## src/rtl/score_display.sv

```systemverilog
// -----------------------------------------------------------------------------
// score_display
//
// Score keeper and score-layer renderer for the VGA table-tennis game.
// Keeps PLAYERS decimal (BCD) scores of DIGITS digits each. Each rising edge
// on a player's score_add bit counts once, and the count saturates at all
// nines. The first score to reach WIN_SCORE latches winner/game_over and
// freezes the scores. All fields are drawn as scaled 3x5 glyphs into a
// one-bit layer that the video mixer ORs with the other layers.
//
// Ports
//   clk          pixel clock, all logic on posedge
//   reset_n      synchronous active-low reset
//   realx/realy  current pixel coordinates (10 bit each)
//   score_add    per-player increment request (level, counted on rising edge)
//   score_clear  synchronous clear of scores, winner and game_over
//   scores       packed BCD scores, player p at [(p+1)*DIGITS*4-1 : p*DIGITS*4]
//   winner       one-hot winner (several bits on a tie), 0 while no winner
//   game_over    high while a winner exists
//   score_scan   glyph pixel; valid two edges after the edge sampling x/y
// -----------------------------------------------------------------------------
module score_display #(
    parameter int                  PLAYERS    = 2,
    parameter int                  DIGITS     = 2,
    parameter int                  SCALE_LOG2 = 2,
    parameter int                  XSTART     = 224,
    parameter int                  YSTART     = 48,
    parameter int                  GAP        = 2,
    parameter logic [DIGITS*4-1:0] WIN_SCORE  = 8'h11,
    parameter bit                  LZBLANK    = 1'b1,
    parameter int                  BLINK_LOG2 = 4
) (
    input  logic                          clk,
    input  logic                          reset_n,
    input  logic [9:0]                    realx,
    input  logic [9:0]                    realy,
    input  logic [PLAYERS-1:0]            score_add,
    input  logic                          score_clear,
    output logic [PLAYERS*DIGITS*4-1:0]   scores,
    output logic [PLAYERS-1:0]            winner,
    output logic                          game_over,
    output logic                          score_scan
);

    localparam int FW     = DIGITS * 4;
    localparam int NCELL  = PLAYERS * DIGITS;
    localparam int CELL_W = 4 << SCALE_LOG2;
    localparam int CELL_H = 5 << SCALE_LOG2;

    // BCD +1 with ripple carry; an all-nines value is returned unchanged.
    function automatic logic [FW-1:0] bcd_inc(input logic [FW-1:0] v);
        logic [FW-1:0] r;
        logic          carry;
        r     = v;
        carry = 1'b1;
        for (int i = 0; i < DIGITS; i++) begin
            if (carry) begin
                if (v[i*4 +: 4] == 4'd9) begin
                    r[i*4 +: 4] = 4'd0;
                end else begin
                    r[i*4 +: 4] = v[i*4 +: 4] + 4'd1;
                    carry       = 1'b0;
                end
            end
        end
        if (carry) begin
            r = v;
        end
        return r;
    endfunction

    // Glyph rows packed top row first, 3 bits per row, MSB = leftmost column.
    function automatic logic [14:0] font(input logic [3:0] d);
        case (d)
            4'd0:    return 15'b111_101_101_101_111;
            4'd1:    return 15'b110_010_010_010_111;
            4'd2:    return 15'b111_001_111_100_111;
            4'd3:    return 15'b111_001_011_001_111;
            4'd4:    return 15'b101_101_111_001_001;
            4'd5:    return 15'b111_100_111_001_111;
            4'd6:    return 15'b111_100_111_101_111;
            4'd7:    return 15'b111_001_001_001_001;
            4'd8:    return 15'b111_101_111_101_111;
            4'd9:    return 15'b111_101_111_001_111;
            default: return 15'b0;
        endcase
    endfunction

    // ------------------------------------------------------------------
    // Score keeping
    // ------------------------------------------------------------------
    logic [PLAYERS-1:0] add_q;
    logic [PLAYERS-1:0] add_prev_q;
    logic [PLAYERS-1:0] add_rise;
    logic [FW-1:0]      score_q   [PLAYERS];
    logic [FW-1:0]      score_inc [PLAYERS];
    logic [PLAYERS-1:0] win_match;
    logic [PLAYERS-1:0] winner_q;
    logic               game_over_q;

    assign add_rise = add_q & ~add_prev_q;

    genvar gi;
    generate
        for (gi = 0; gi < PLAYERS; gi++) begin : g_player
            assign score_inc[gi]         = bcd_inc(score_q[gi]);
            assign win_match[gi]         = (score_q[gi] == WIN_SCORE);
            assign scores[gi*FW +: FW]   = score_q[gi];
        end
    endgenerate

    always_ff @(posedge clk) begin
        if (!reset_n) begin
            add_q      <= '0;
            add_prev_q <= '0;
        end else begin
            add_q      <= score_add;
            add_prev_q <= add_q;
        end
    end

    always_ff @(posedge clk) begin
        if (!reset_n || score_clear) begin
            for (int p = 0; p < PLAYERS; p++) begin
                score_q[p] <= '0;
            end
            winner_q    <= '0;
            game_over_q <= 1'b0;
        end else if (!game_over_q) begin
            for (int p = 0; p < PLAYERS; p++) begin
                if (add_rise[p]) begin
                    score_q[p] <= score_inc[p];
                end
            end
            // Match is taken on the registered scores, so the win flags
            // trail the score update by one cycle; ties latch together.
            if (|win_match) begin
                winner_q    <= win_match;
                game_over_q <= 1'b1;
            end
        end
    end

    assign winner    = winner_q;
    assign game_over = game_over_q;

    // ------------------------------------------------------------------
    // Frame counter, advanced on arrival at pixel (0,0)
    // ------------------------------------------------------------------
    logic                at_origin;
    logic                at_origin_q;
    logic [BLINK_LOG2:0] frame_cnt_q;

    assign at_origin = (realx == 10'd0) && (realy == 10'd0);

    always_ff @(posedge clk) begin
        if (!reset_n) begin
            at_origin_q <= 1'b0;
            frame_cnt_q <= '0;
        end else begin
            at_origin_q <= at_origin;
            if (at_origin && !at_origin_q) begin
                frame_cnt_q <= frame_cnt_q + 1'b1;
            end
        end
    end

    // ------------------------------------------------------------------
    // Render pipeline: stage 1 samples coordinates, stage 2 resolves the
    // cell/row/column/digit, stage 3 looks up the glyph bit.
    // ------------------------------------------------------------------
    logic [9:0]  x_q;
    logic [9:0]  y_q;
    logic [10:0] y_off;
    logic        row_hit;

    assign y_off   = {1'b0, y_q} - 11'(YSTART);
    assign row_hit = ({1'b0, y_q} >= 11'(YSTART)) && (y_off < 11'(CELL_H));

    logic [NCELL-1:0] cell_hit;
    logic [NCELL-1:0] cell_blank;
    logic [1:0]       cell_col [NCELL];
    logic [3:0]       cell_dig [NCELL];

    // Cell bounds are compile-time constants, so each cell is a pair of
    // comparators against x; no division or run-time multiply is needed.
    generate
        for (gi = 0; gi < NCELL; gi++) begin : g_cell
            localparam int P  = gi / DIGITS;
            localparam int D  = gi % DIGITS;
            localparam int CX = XSTART + P * (DIGITS + GAP) * CELL_W + D * CELL_W;
            logic [10:0] x_off;
            logic        lz;
            logic        blink;
            assign x_off        = {1'b0, x_q} - 11'(CX);
            assign cell_hit[gi] = ({1'b0, x_q} >= 11'(CX)) && (x_off < 11'(CELL_W));
            assign cell_col[gi] = 2'(x_off >> SCALE_LOG2);
            assign cell_dig[gi] = score_q[P][(DIGITS-1-D)*4 +: 4];
            // Leading zero: this digit and every more-significant one is 0.
            assign lz           = LZBLANK && (D != DIGITS - 1)
                                  && (score_q[P][FW-1 -: (D+1)*4] == '0);
            assign blink        = game_over_q && winner_q[P] && frame_cnt_q[BLINK_LOG2];
            assign cell_blank[gi] = lz || blink;
        end
    endgenerate

    logic       hit_d, hit_q;
    logic [1:0] col_d, col_q;
    logic [2:0] row_d, row_q;
    logic [3:0] dig_d, dig_q;

    always_comb begin
        hit_d = 1'b0;
        col_d = 2'd0;
        dig_d = 4'd0;
        row_d = 3'(y_off >> SCALE_LOG2);
        for (int i = 0; i < NCELL; i++) begin
            if (cell_hit[i]) begin
                hit_d = row_hit && !cell_blank[i];
                col_d = cell_col[i];
                dig_d = cell_dig[i];
            end
        end
    end

    logic [14:0] glyph;
    logic [2:0]  glyph_row;
    logic        glyph_pix;

    assign glyph     = font(dig_q);
    assign glyph_row = 3'(glyph >> (3 * (4 - int'(row_q))));

    always_comb begin
        glyph_pix = 1'b0;
        case (col_q)
            2'd0:    glyph_pix = glyph_row[2];
            2'd1:    glyph_pix = glyph_row[1];
            2'd2:    glyph_pix = glyph_row[0];
            default: glyph_pix = 1'b0; // spacing column
        endcase
    end

    logic scan_q;

    always_ff @(posedge clk) begin
        if (!reset_n) begin
            x_q    <= '0;
            y_q    <= '0;
            hit_q  <= 1'b0;
            col_q  <= '0;
            row_q  <= '0;
            dig_q  <= '0;
            scan_q <= 1'b0;
        end else begin
            x_q    <= realx;
            y_q    <= realy;
            hit_q  <= hit_d;
            col_q  <= col_d;
            row_q  <= row_d;
            dig_q  <= dig_d;
            scan_q <= hit_q && glyph_pix;
        end
    end

    assign score_scan = scan_q;

endmodule
```

## config.mk

```make
export PLATFORM = sky130hd
export DESIGN_NAME = score_display
export DESIGN_NICKNAME = d
export VERILOG_FILES = /design/src/rtl/score_display.sv
export SDC_FILE = /design/constraint.sdc
export NUM_CORES = 1
export LEC_CHECK = 0
export BUFFER_PORTS_ARGS = -buffer_cell sky130_fd_sc_hd__buf_2
export CAP_MARGIN = 30
export CELL_PAD_IN_SITES_DETAIL_PLACEMENT = 2
export CELL_PAD_IN_SITES_GLOBAL_PLACEMENT = 2
export CORE_MARGIN = 1
export CORE_UTILIZATION = 30
export DETAILED_ROUTE_END_ITERATION = 10
export PLACE_DENSITY = 0.8
export SKIP_CTS_REPAIR_TIMING = 1
export SYNTH_ARGS = -nofsm -noshare
export SYNTH_HDL_FRONTEND = slang
export SYNTH_SLANG_ARGS = --single-unit
```

## constraint.sdc

```tcl
create_clock -name clk -period 3.95 [get_ports clk]
set_clock_uncertainty 0.15 [all_clocks]
set_input_delay 0.5925 -clock clk [delete_from_list [all_inputs] [get_ports clk]]
set_output_delay 0.5925 -clock clk [all_outputs]
set_load 0.05 [all_outputs]
```

# Word-level counts from Yosys, hierarchy flattened
# Memory sizes are Yosys's and may differ from the RTL's. A register that Yosys moved wholly into a read port is not among the register bits.
# Index checks and enable logic that the tools add are counted.
# classes
div	0
reduce_logical	32
n_addsub	11
magnitude_cmp	10
bitwise	5
multipliers	1
muxes	42
n_eq_ne	8
n_shift	1
# op_table
op	count
less-than comparator 11 x 5 -> 1 bit, second input constant	5
two-way mux 4 bit	11
two-way mux 8 bit	4
right shift 15 x 32 -> 3 bit	1
two-way mux 1 bit	22
subtractor 10 x 8 -> 11 bit, second input constant	2
subtractor 10 x 9 -> 11 bit, second input constant	2
>= comparator 10 x 8 -> 1 bit, second input constant	2
>= comparator 10 x 9 -> 1 bit, second input constant	2
zero test 10 bit	2
adder 4 x 1 -> 4 bit, second input constant	4
== test 4 bit, second input constant	4
== test 8 x 5 -> 1 bit, second input constant	2
logical AND 1 bit	16
subtractor 10 x 6 -> 11 bit, second input constant	1
>= comparator 10 x 6 -> 1 bit, second input constant	1
zero test 4 bit	2
two-way mux 2 bit	4
multiplier 3 x 4 -> 7 bit, first input constant	1
zero test 1 bit	6
adder 5 x 1 -> 5 bit, second input constant	1
subtractor 3 x 3 -> 4 bit, first input constant	1
logical OR 1 bit	3
one-hot mux 1 bit (3 select lines)	1
9 further kinds	10
# totals
rom_bits	240
input_bits	25
latchBits	0
mem_bits_rw	16
regBits	40
wordCells	124
memories	2
# mem_list
name	depth	word_bits	rd	rd_clocked_by_memory_dff	write_ports	line	source
(no name shown)	16	15	1	1	0	74	case (d)
score_q	2	8	2	0	2	95	logic [FW-1:0] score_q [PLAYERS];

# Depth between registers and ports, before layout
# logic_depth
ltp_word	9
mapped_depth	12
ltp_nobuf	12

# Worst setup path after synthesis
# OpenSTA, ideal clock, no wires.
# synth_timing
path_type	register -> register
startpoint	register row_q[2]
endpoint	register scan_q (netlist: score_scan)
synth_period_minus_slack_ns	2.736
arrival_ns	2.491
n_path_buf	2
stages_incl_launch_ff	11
setup_ns	0.095
path_slack_ns	1.214
path_cell_list	dfxtp_1 clkbuf_1 clkbuf_1 xor2_1 ha_1 inv_1 fa_1 inv_1 a221oi_1 a211oi_1 a221oi_1
# synth_between
elab_chain_cells	5
# synth_rtl
element	line	source
from (decl)	209	logic [2:0] row_d, row_q;
from (signal assigned)	259	row_q <= row_d;
subtractor 3 x 3 -> 4 bit	231	assign glyph_row = 3'(glyph >> (3 * (4 - int'(row_q))));
multiplier 3 x 4 -> 7 bit	231	
right shift 15 x 32 -> 3 bit	231	
one-hot mux 1 bit (3 select lines)	235	case (col_q)
logical AND 1 bit	261	scan_q <= hit_q && glyph_pix;
to (signal assigned)	261	
to (decl)	243	logic scan_q;
# Every way passes these cells.
# A chain may end at the register's enable or synchronous reset.

# Worst setup path after layout
# layout_timing
startpoint	register x_q[4]
endpoint	register glyph[9] (netlist name)
# layout_between
elab_chain_cells	8
# layout_rtl
element	line	source
from (decl)	172	logic [9:0] x_q;
from (signal assigned)	255	x_q <= realx;
subtractor 10 x 8 -> 11 bit	195	assign x_off = {1'b0, x_q} - 11'(CX);
less-than comparator 11 x 5 -> 1 bit	196	assign cell_hit[gi] = ({1'b0, x_q} >= 11'(CX)) && (x_off < 11'(CELL_W));
logical AND 1 bit	196	
two-way mux 4 bit (3 in series)	218	if (cell_hit[i]) begin
two-way mux 4 bit *	218	
two-way mux 4 bit (no line) *	-	
# Mark *: on every way between the ends. The rest lies on a longest branch, timed or not.

==> impl_metrics.yaml <==
drt:
  vias: 2921
  initialDrtViolationCount: 121
  wl_met2_um: 5470
  dr.pass1.iters: 4
  viasPerCell: 5.13
  routedWlPerCell_um: 18.3
  top_layer: "met4"
  wl_um: 10400
  wirelength_met1_um: 4450
  antenna_left: 0
  drc_errors: 0
  met3RoutedLength_um: 250
layout:
  fin_nets: 470
  final-seq-area_um2: 1420
  area_delta_synth_final_pct: 19.5
  multi_input_area_um2: 1950
  drive_gt1_share_pct: 18.3
  fillers: 1290
  diodes: 0
  fin_util_pct: 36.7
floorplan:
  num_rows: 39
  core-area_um2: 11400
  die_w_um: 110
  ios: 45
  die_y_um: 110
  initial_core_util_pct: 30.7
  die_area_um2: 12100
cts:
  htree_levels: 3
  cts_tree: "done"
  clk_latency_ns: 0.33
  path_clk_slew_ns: 0.06
  clock-sinks: 63
  cts_buffer_depth: 2
  numCtsBuffers: 9
  root_buffer: "clkbuf_16"
outcome:
  outcome: "complete, no violations"
setup_path:
  timing.rr.end: "glyph[9]"
  crit_path_end: "glyph[9]"
  critPathKind: "register to register"
  r2r_slack_ns: 0.87
  worstPathArrival_ns: 3.18
  cp_max_fo: 5
  timing.rr.start: "x_q[4]"
  critPathLaunch: "x_q[4]"
  required_ns: 4.05
  rr_worst_depth: 10
  startpoint_type: "register"
  end_kind: "register"
timing:
  post-route-min-period_ns: 3.08
  slew_headroom_pct: 38.1
  fmax_mhz: 325
  rsz0062_at_grt: "false"
  setup_violations: 0
  tns_ns: 0
  tightest_slew_ns: 0.921
  min_period_over_period_pct: 78.0
  final-max-slew-violation-count: 0
  finalHoldViolations: 0
synth:
  netlist_area_um2: 3510
  synth_cell_type_count: 62
  yosys_warnings: 0
  syn_inst: 373
  ys.flop_type: "dfxtp_1"
  synth_edf_count: 16
  ys_seq_area_share_pct: 40.5
  synth_seq_cells: 63
  synthArstFlopShare_pct: 0
  syn_area_per_cell_um2: 9.41
  syn_nets: 422
place:
  post-dp-hpwl_um: 7830
  io_buffers: 44
  globalplace.congestion: 0.783
global_route:
  grt_use_total_pct: 18.7
  grt_pass1_vias: 3170
  grt_pass1_wl_um: 16900
  antenna_found_initial: 0
  gr-total-overflow: 0
  grt_max_degree: 20
worst_hold_path:
  hold_path.class: "register to register"
power:
  p_leak_nw: 1.77
  powerDensity_nw_per_um2: 415
  peakVddDrop_mv: 0.233
flow_run:
  cap_violations: 0
==> report_power, final <==
group	switching [mW]	leakage (nW)	internal, mW
registers	0.0406	0.564	0.691
logic	0.146	1.05	0.0780
clock network	0.301	0.152	0.483
==> sequential cells by signal (all words and copies together), names as in the netlist, 2 cells and up <==
| name | cells |
|---|---|
| score_q | 16 |
| row_q | 3 |
| frame_cnt_q | 5 |
| y_q | 8 |
| add_q | 2 |
| x_q | 8 |
| winner | 2 |
| add_prev_q | 2 |
| glyph | 11 |
| col_q | 2 |
==> layout by cell type (no fill, tap or decap), drive strengths merged, types with 3 or more instances in the layout <==
cell type   n
nor2       40
nor4        6
nand2      25
nor2b       7
o21ai      14
a221oi      4
mux2i       5
clkbuf     11
a31oi       8
xor2        8
nand4       4
o31ai       6
nor3        5
nand2b     10
and2       27
xnor2       7
and3        4
a211oi      5
a21oi      13
mux2        3
nand3b      6
a22o        3
clkinv      3
o21a        6
nor3b       3
dfxtp      47
inv        27
nand3      10
edfxtp     16
ha         23
buf        47
==> critical path: stages (launching register included) <==
cell	delay, ns
dfxtp_1	0.52
inv_1	0.10
ha_1	0.30
nand3b_2	0.14
nor3_2	0.36
a221oi_1	0.16
a22o_1	0.27
a21o_1	0.24
ha_1	0.34
mux2_1	0.30
mux2i_1	0.15
==> worst min path at each step <==
stage,depth (start not counted),start,to
4_1_cts,2,x_q[3],col_q[1]
3_5_place_dp,2,x_q[3],col_q[1]
6_report,2,x_q[3],col_q[1]
5_1_grt,2,x_q[3],col_q[1]
2_1_floorplan,2,x_q[2],col_q[0]
3_3_place_gp,2,x_q[3],col_q[1]
==> cells in the mapped netlist (2+ instances only) <==
| master | n | area [um^2] |
|---|---|---|
| mux2_1 | 2 | 22.5 |
| a22o_1 | 2 | 17.5 |
| inv_1 | 25 | 93.8 |
| o31ai_1 | 5 | 37.5 |
| nand4_1 | 4 | 25.0 |
| and3_1 | 4 | 25.0 |
| o21a_1 | 5 | 37.5 |
| nand2_1 | 25 | 93.8 |
| and2_1 | 27 | 169 |
| nor2_1 | 40 | 150 |
| dfxtp_1 | 47 | 941 |
| clkbuf_1 | 8 | 30.0 |
| a221oi_1 | 3 | 26.3 |
| edfxtp_1 | 16 | 480 |
| a211oi_1 | 4 | 30.0 |
| a22oi_1 | 2 | 15.0 |
| nor3_2 | 2 | 20.0 |
| ha_1 | 23 | 288 |
| mux2i_1 | 5 | 50.1 |
| o21ai_0 | 13 | 65.1 |
| xnor2_1 | 7 | 61.3 |
| nor2b_1 | 7 | 43.8 |
| a21oi_1 | 13 | 65.1 |
| a21o_1 | 2 | 15.0 |
| nand2b_1 | 10 | 62.6 |
| xor2_1 | 8 | 70.1 |
| nor3_1 | 3 | 15.0 |
| nand3b_1 | 5 | 37.5 |
| a41oi_1 | 2 | 17.5 |
| nor4_1 | 5 | 31.3 |
| nand3_1 | 10 | 50.1 |
| o31a_1 | 2 | 17.5 |
| a31oi_1 | 8 | 50.1 |
==> kinds of logic (layout without fill, tap and decap cells) <==
kind of cell / count (synthesis) / count (layout) / synth area share (%)
AO/OA/AOI/OAI: 77 / 77 / 17.3
multiplexers: 8 / 8 / 2.39
flip-flops: 63 / 63 / 40.5
buffers and inverters: 35 / 88 / 3.78
XOR/XNOR: 15 / 15 / 3.74
adder cells (fa/ha/maj): 24 / 24 / 8.77
AND/OR/NAND/NOR: 151 / 151 / 23.5
==> layout make-up <==
type,instances,share of cell area (%)
repair buffers,47,5.79
flip-flops and latches,63,33.9
inverters,25,2.24
multi-input cells,275,46.6
clock buffers,11,6.30
well taps,143,4.27
clock inverters,5,0.895
==> metrics by stage <==
step	total power, mW	cells	hold slack [ns]	setup slack, ns	area [um^2]
after floorplan	0.892	373	0.244	1.21	3510
after global placement	0.956	553	0.252	1.05	3890
after detailed placement	0.969	553	0.259	0.901	3890
after CTS	1.76	569	0.274	0.846	4190
after global routing	1.81	569	0.302	0.690	4190
final	1.74	569	0.272	0.871	4190
==> layer usage <==
layer | GRT usage (%) | vias to the layer above
met4 | 7.42 | 0
met3 | 3.35 | 15
met2 | 33.4 | 37
met1 | 22.0 | 1460
met5 | 0 | -
li1 | - | 1409
No activity file was read; power rests on OpenSTA's default activity.
